### config.mk
export PLATFORM = sky130hd
export DESIGN_NAME = branch_predictor_table_flat
export DESIGN_NICKNAME = d
export VERILOG_FILES = /design/src/rtl/branch_predictor_table_if.sv /design/src/rtl/branch_predictor_table.sv /design/src/flat_wrapper.sv
export SDC_FILE = /design/constraint.sdc
export NUM_CORES = 2
export LEC_CHECK = 0
export CORE_MARGIN = 2
export CORE_UTILIZATION = 55
export CTS_BUF_LIST = sky130_fd_sc_hd__clkbuf_8
export DETAILED_ROUTE_END_ITERATION = 6
export PLACE_DENSITY = 0.76
export SETUP_SLACK_MARGIN = 0.3
export SYNTH_ARGS = -nofsm -noshare
export SYNTH_HDL_FRONTEND = slang
export SYNTH_SLANG_ARGS = --single-unit
export TNS_END_PERCENT = 1
### constraint.sdc
create_clock -name clk -period 4.4 [get_ports clk]
set_input_delay 0.44 -clock clk [delete_from_list [all_inputs] [get_ports clk]]
set_output_delay 0.44 -clock clk [all_outputs]
set_load 0.1 [all_outputs]
### src/rtl/branch_predictor_table_if.sv
// Branch predictor port bundle: resolved-branch updates, fetch lookups and
// registered predictions. The master is the pipeline, the slave the table.
interface branch_predictor_table_if;
    logic        br_valid;
    logic [31:0] br_pc;
    logic [31:0] br_target_pc;
    logic        br_taken;
    logic        br_is_branch;
    logic        br_is_call;
    logic        br_is_return;
    logic        fetch_valid;
    logic [31:0] fetch_pc;
    logic        pred_valid;
    logic        pred_hit;
    logic        pred_taken;
    logic        pred_is_call;
    logic        pred_is_return;
    logic [31:0] pred_target;

    modport master (
        output br_valid, br_pc, br_target_pc, br_taken,
               br_is_branch, br_is_call, br_is_return,
               fetch_valid, fetch_pc,
        input  pred_valid, pred_hit, pred_taken, pred_is_call,
               pred_is_return, pred_target
    );

    modport slave (
        input  br_valid, br_pc, br_target_pc, br_taken,
               br_is_branch, br_is_call, br_is_return,
               fetch_valid, fetch_pc,
        output pred_valid, pred_hit, pred_taken, pred_is_call,
               pred_is_return, pred_target
    );
endinterface

### src/rtl/branch_predictor_table.sv
// Direct-mapped branch target table with 2-bit saturating counters.
// Lookups are registered and read the pre-update state; a flush runs a
// one-index-per-cycle invalidation sweep during which the table is inert.
module branch_predictor_table #(
    parameter int ENTRIES = 64,
    parameter int TAG_W   = 12
) (
    input  logic                      clk,
    input  logic                      rst,
    branch_predictor_table_if.slave   bp,
    input  logic                      bp_flush,
    output logic                      bp_busy
);
    localparam int IDX_W = $clog2(ENTRIES);
    localparam logic [IDX_W-1:0] LAST_IDX = IDX_W'(ENTRIES - 1);

    typedef enum logic {READY, CLEAR} state_e;

    state_e           state_q;
    logic [IDX_W-1:0] clr_idx_q;

    // valid and counters are reset; payload fields are only visible behind valid
    logic [ENTRIES-1:0] valid_q;
    logic [1:0]         ctr_q [ENTRIES];
    logic [TAG_W-1:0]   tag_q [ENTRIES];
    logic [31:0]        tgt_q [ENTRIES];
    logic [2:0]         cls_q [ENTRIES];   // {is_return, is_call, is_branch}

    logic        pred_valid_q, pred_hit_q, pred_taken_q;
    logic        pred_call_q, pred_ret_q;
    logic [31:0] pred_tgt_q;

    logic [IDX_W-1:0] f_idx, u_idx, clr_cur;
    logic [TAG_W-1:0] f_tag, u_tag;
    logic             f_hit, u_hit, upd_en, alloc, wr_fields;
    logic [1:0]       ctr_d;
    logic             unused;

    // pc[1:0] and bits above the tag never take part in indexing or matching
    assign unused = ^{bp.fetch_pc, bp.br_pc};

    assign f_idx = bp.fetch_pc[IDX_W+1:2];
    assign f_tag = bp.fetch_pc[IDX_W+2 +: TAG_W];
    assign u_idx = bp.br_pc[IDX_W+1:2];
    assign u_tag = bp.br_pc[IDX_W+2 +: TAG_W];

    assign f_hit     = (state_q == READY) && valid_q[f_idx] && (tag_q[f_idx] == f_tag);
    assign u_hit     = valid_q[u_idx] && (tag_q[u_idx] == u_tag);
    assign upd_en    = bp.br_valid && (state_q == READY);
    assign alloc     = upd_en && !u_hit && bp.br_taken;
    assign wr_fields = upd_en && bp.br_taken;

    // A flush seen mid-sweep restarts at index 0 in that same cycle
    assign clr_cur = bp_flush ? '0 : clr_idx_q;
    assign bp_busy = (state_q == CLEAR);

    // Next counter value: fresh allocations start weakly taken
    always_comb begin
        ctr_d = 2'd2;
        if (u_hit) begin
            if (bp.br_taken) ctr_d = (ctr_q[u_idx] == 2'd3) ? 2'd3 : ctr_q[u_idx] + 2'd1;
            else             ctr_d = (ctr_q[u_idx] == 2'd0) ? 2'd0 : ctr_q[u_idx] - 2'd1;
        end
    end

    // READY/CLEAR sweep controller
    always_ff @(posedge clk or negedge rst) begin
        if (!rst) begin
            state_q   <= READY;
            clr_idx_q <= '0;
        end else begin
            case (state_q)
                READY: if (bp_flush) begin
                    state_q   <= CLEAR;
                    clr_idx_q <= '0;
                end
                CLEAR: if (clr_cur == LAST_IDX) begin
                    state_q   <= READY;
                    clr_idx_q <= '0;
                end else begin
                    clr_idx_q <= clr_cur + 1'b1;
                end
                default: state_q <= READY;
            endcase
        end
    end

    // Valid bits and counters: sweep invalidation, allocation, training
    always_ff @(posedge clk or negedge rst) begin
        if (!rst) begin
            valid_q <= '0;
            for (int i = 0; i < ENTRIES; i++) ctr_q[i] <= 2'd0;
        end else begin
            if (state_q == CLEAR)  valid_q[clr_cur] <= 1'b0;
            else if (alloc)        valid_q[u_idx]   <= 1'b1;
            if (u_hit && upd_en || alloc) ctr_q[u_idx] <= ctr_d;
        end
    end

    // Payload storage: target/class refresh on any taken update, tag on allocate
    always_ff @(posedge clk) begin
        if (wr_fields) begin
            tgt_q[u_idx] <= bp.br_target_pc;
            cls_q[u_idx] <= {bp.br_is_return, bp.br_is_call, bp.br_is_branch};
            if (alloc) tag_q[u_idx] <= u_tag;
        end
    end

    // Registered prediction from the pre-update table contents
    always_ff @(posedge clk or negedge rst) begin
        if (!rst) begin
            pred_valid_q <= 1'b0;
            pred_hit_q   <= 1'b0;
            pred_taken_q <= 1'b0;
            pred_call_q  <= 1'b0;
            pred_ret_q   <= 1'b0;
            pred_tgt_q   <= '0;
        end else begin
            pred_valid_q <= bp.fetch_valid;
            pred_hit_q   <= f_hit;
            pred_taken_q <= f_hit && (ctr_q[f_idx][1] || !cls_q[f_idx][0]);
            pred_call_q  <= f_hit && cls_q[f_idx][1];
            pred_ret_q   <= f_hit && cls_q[f_idx][2];
            pred_tgt_q   <= f_hit ? tgt_q[f_idx] : 32'd0;
        end
    end

    assign bp.pred_valid     = pred_valid_q;
    assign bp.pred_hit       = pred_hit_q;
    assign bp.pred_taken     = pred_taken_q;
    assign bp.pred_is_call   = pred_call_q;
    assign bp.pred_is_return = pred_ret_q;
    assign bp.pred_target    = pred_tgt_q;
endmodule
### src/flat_wrapper.sv
// flat-port wrapper written by rule: the top's interface ports become plain ports
module branch_predictor_table_flat 
#(
    parameter int ENTRIES = 64,
    parameter int TAG_W   = 12
)
  (clk, rst, bp_flush, bp_busy, bp_br_valid, bp_br_pc, bp_br_target_pc, bp_br_taken, bp_br_is_branch, bp_br_is_call, bp_br_is_return, bp_fetch_valid, bp_fetch_pc, bp_pred_valid, bp_pred_hit, bp_pred_taken, bp_pred_is_call, bp_pred_is_return, bp_pred_target);
  branch_predictor_table_if bp_i ();
  input  logic clk;
  input  logic rst;
  input  logic bp_flush;
  output logic bp_busy;
  input wire logic [$bits(bp_i.br_valid)-1:0] bp_br_valid;
  input wire logic [$bits(bp_i.br_pc)-1:0] bp_br_pc;
  input wire logic [$bits(bp_i.br_target_pc)-1:0] bp_br_target_pc;
  input wire logic [$bits(bp_i.br_taken)-1:0] bp_br_taken;
  input wire logic [$bits(bp_i.br_is_branch)-1:0] bp_br_is_branch;
  input wire logic [$bits(bp_i.br_is_call)-1:0] bp_br_is_call;
  input wire logic [$bits(bp_i.br_is_return)-1:0] bp_br_is_return;
  input wire logic [$bits(bp_i.fetch_valid)-1:0] bp_fetch_valid;
  input wire logic [$bits(bp_i.fetch_pc)-1:0] bp_fetch_pc;
  output wire logic [$bits(bp_i.pred_valid)-1:0] bp_pred_valid;
  output wire logic [$bits(bp_i.pred_hit)-1:0] bp_pred_hit;
  output wire logic [$bits(bp_i.pred_taken)-1:0] bp_pred_taken;
  output wire logic [$bits(bp_i.pred_is_call)-1:0] bp_pred_is_call;
  output wire logic [$bits(bp_i.pred_is_return)-1:0] bp_pred_is_return;
  output wire logic [$bits(bp_i.pred_target)-1:0] bp_pred_target;
  assign bp_i.br_valid = bp_br_valid;
  assign bp_i.br_pc = bp_br_pc;
  assign bp_i.br_target_pc = bp_br_target_pc;
  assign bp_i.br_taken = bp_br_taken;
  assign bp_i.br_is_branch = bp_br_is_branch;
  assign bp_i.br_is_call = bp_br_is_call;
  assign bp_i.br_is_return = bp_br_is_return;
  assign bp_i.fetch_valid = bp_fetch_valid;
  assign bp_i.fetch_pc = bp_fetch_pc;
  assign bp_pred_valid = bp_i.pred_valid;
  assign bp_pred_hit = bp_i.pred_hit;
  assign bp_pred_taken = bp_i.pred_taken;
  assign bp_pred_is_call = bp_i.pred_is_call;
  assign bp_pred_is_return = bp_i.pred_is_return;
  assign bp_pred_target = bp_i.pred_target;
  branch_predictor_table #(.ENTRIES(ENTRIES), .TAG_W(TAG_W)) u_core (.clk(clk), .rst(rst), .bp(bp_i), .bp_flush(bp_flush), .bp_busy(bp_busy));
endmodule
==> impl_metrics.csv <==
group,metric,value,unit
die,die_height,499.8,um
die,std_cell_rows,182,
setup_path,crit_path_end_kind,"flip-flop",
layout,synthToLayoutAreaGrowth,15.00,%
clocking,clk_latency,1.12,ns
setup_path,crit_family,"multiplexers",
layout,drive_above_1_share,0.3341,
routing,routed_wl,399.0,mm
grt,grt_pass1_wl,565.5,mm
timing,slew_headroom,0.1573,
synthesis,synth_flop_cell,"edfxtp_1",
clocking,cts_tree,"done",
synthesis,ys_seq_area_frac,0.7118,
routing,drc,0,
clocking,numCtsBuffers,534,
timing,rsz0062_at_grt,"no",
setup_path,slowest_stage,"mux4_2",
worst_hold_path,holdPathEnd,"u_core.tag_q[52][11]$_DFFE_PP_",
synthesis,avgSynthCellArea,20.31,um^2
die,fp.dieW,499.8,um
synthesis,synth_nets,6762,
setup_path,rrSetupSlack,0.41,ns
placed_design,place_ws,-0.2522,ns
synthesis,yosys_warnings,0,
layout,layout.nets,7522,
synthesis,yosysTopAreaCell,"edfxtp_1",
grt,grt_util_all_layers,0.3195,
timing,fmax,0.2504,GHz
worst_hold_path,hp-class,"in -> reg",
layout,final_common_cell,"edfxtp_1",
pwr,p_per_area,399.7,nW/um^2
clocking,cts_root_buffer,"clkbuf_8",
timing,fin_crit_sh,0.9077,
routing,post_drt_wl_per_cell,36.18,um
setup_path,crit_fanout,17,
timing,fin_crit,3.994,ns
routing,vias,77750,
synthesis,yosys_register_bits,3244,
synthesis,async_reset_ff_frac,0.07275,
pwr,p_leak,49.99,nW
synthesis,syn_inst,6656,
timing,layout_setup_ws,0.4061,ns
timing,finalSetupTns,0,ns
routing,vias_per_cell,7.051,
die,core_area,245300,um^2
grt,grt_max_degree,137,
setup_path,cp_num_cells,12,
routing,antenna_left,0,
placed_design,dpl.cell_count,10072,
setup_path,path_class,"reg -> reg",
clocking,clockBufferDepth,4,
setup_path,r2r_cells,12,
pwr,vdd.ir_drop.worst,0.3944,mV
layout,layout_common_cells,"edfxtp_1, mux4_2, clkbuf_8, buf_4, dfrtp_1",
grt,grt-ovfl-total,0,
grt,grt_pass1_vias,76756,
synthesis,syn_area,135200,um^2
synthesis,synth-edff-count,3008,
setup_path,cp.required,5.42,ns
job,maxCapViolCount,0,
clocking,clkTransAtPathRegs,0.07,ns
setup_path,timing.rr.end,"u_core.bp.pred_is_call$_DFF_PN0_",
setup_path,path_buf_inv,4,
layout,final_cells,11027,
timing,tightest_slew,1.264,ns
setup_path,regToRegStartpoint,"u_core.tag_q[40][9]$_DFFE_PP_",
placed_design,port_buffers,114,
synthesis,yosysUniqueCellTypes,74,
setup_path,worstSetupStartpointType,"flip-flop",
placed_design,hpwl,236.0,mm
clocking,htreeDepth,6,
clocking,cts.sinks,3244,
worst_hold_path,hp-start,"bp_br_pc[19]",
timing,whs,0.06655,ns
die,start_util,0.5513,
synthesis,synth_top_area_share,0.6681,
timing,setup_viol,0,
outcome,status,"finished clean",
timing,final_hold_viol_count,0,
die,dieArea,249800,um^2
worst_hold_path,hold_path_depth,2,
grt,antenna_found_initial,28,
setup_path,cp_data_arrival_time,5.01,ns
setup_path,worstPathCellList,"mux4_2, mux4_2, mux4_2, xnor2_1, nand4_1, buf_4, nor4_4, buf_4, nand4_4, buf_12, buf_12, nor2b_1",
routing,dr.pass1.iters,6,
timing,drv_slew,0,
die,io_pins,143,
setup_path,crit_top_cell,"mux4_2",
pwr,power.total,0.06215,W
synthesis,yosys-top-cells-area,"edfxtp_1, mux4_2, dfrtp_1",
placed_design,place.gp.congestion,0.9659,
timing,skew,0.1030,ns
setup_path,critical_path.max_stage_delay,0.58,ns
clocking,cts_setup_buffers,0,
routing,drt_iter0_drc,12375,
==> area by class of cell <==
type | count | area, um^2
fillers | 15792 | 89770
diodes | 11 | 27.53
multi-input cells | 2879 | 37370
flip-flops and latches | 3244 | 96230
clock inverters | 345 | 1805
repair buffers | 718 | 8015
clock buffers | 571 | 7859
well taps | 3220 | 4029
inverters | 39 | 146.4
==> through the flow <==
step / cell area, um^2 / utilization
6_report: 155500 / 0.6340
5_1_grt: 155500 / 0.6339
4_1_cts: 155400 / 0.6338
3_5_place_dp: 145500 / 0.5931
3_3_place_gp: 145500 / 0.5931
2_1_floorplan: 135200 / -
==> cells in the mapped netlist (all sizes together) (7+ instances only) <==
master,instances
dfrtp,236
and3b,7
o211ai,28
nand3,98
o22ai,17
a31oi,9
edfxtp,3008
nor4,26
nor3b,12
a221oi,35
mux2,17
o31ai,24
nand2,177
and4,7
a22o,17
mux2i,93
nand2b,17
o21ai,167
and2,11
a21oi,65
nor2b,113
mux4,1158
inv,39
a32oi,38
and3,16
a22oi,51
nor2,250
buf,234
a32o,14
xor2,10
xnor2,11
nor3,125
a211oi,136
nand4,60
clkbuf,260
==> per-layer routing <==
metal	global-route usage	vias to the layer above	wire (um)
met5	0	-	110
met4	0.1262	18	16690
met3	0.1001	975	56730
met2	0.4757	6574	183300
met1	0.4458	40376	142100
li1	-	29807	-
==> kinds of logic (layout without fill, tap and decap cells) <==
kind of cell,count (synthesis),after routing,share of synthesized area
flops,3244,3244,0.7118
mux,1268,1268,0.2012
simple gates,942,942,0.03463
compound gates,645,645,0.03326
buf+inv,533,1673,0.01750
xor+xnor,21,21,0.001360
fa+ha+maj,3,3,0.0002406
other cells,0,11,0
==> worst max path at each step <==
stage / from / end
after global placement: bp_br_pc[5] / u_core.tag_q[58][2]$_DFFE_PP_
after global routing: u_core.tag_q[43][9]$_DFFE_PP_ / u_core.bp.pred_target[11]$_DFF_PN0_
after CTS: u_core.tag_q[43][9]$_DFFE_PP_ / u_core.bp.pred_is_call$_DFF_PN0_
final: u_core.tag_q[40][9]$_DFFE_PP_ / u_core.bp.pred_is_call$_DFF_PN0_
after floorplan: bp_br_pc[4] / u_core.cls_q[14][0]$_DFFE_PP_
after detailed placement: bp_br_pc[5] / u_core.tag_q[0][6]$_DFFE_PP_
==> where the power goes <==
part	switching (W)	internal [W]
sequential	0.0000130	0.0337
combinational	0.00229	0.00161
clock	0.0118	0.0127
==> registers in the layout, summed over array words and instances (netlist names) <==
name and cells:
u_core.bp.pred_hit 1, u_core.bp.pred_is_call 1, u_core.bp.pred_is_return 1, u_core.bp.pred_taken 1
u_core.bp.pred_target 32, u_core.bp.pred_valid 1, u_core.bp_busy 1, u_core.clr_idx_q 6
u_core.cls_q 192, u_core.ctr_q 128, u_core.tag_q 768, u_core.tgt_q 2048
u_core.valid_q 64
==> repair_timing <==
item,in CTS,in global routing
hold buffers,28,0
setup endpoints to repair,19,10
endpoints found under the hold margin,783,0
pin swaps,0,1
gates resized for setup,2,3
No activity file was read; power rests on OpenSTA's default activity.
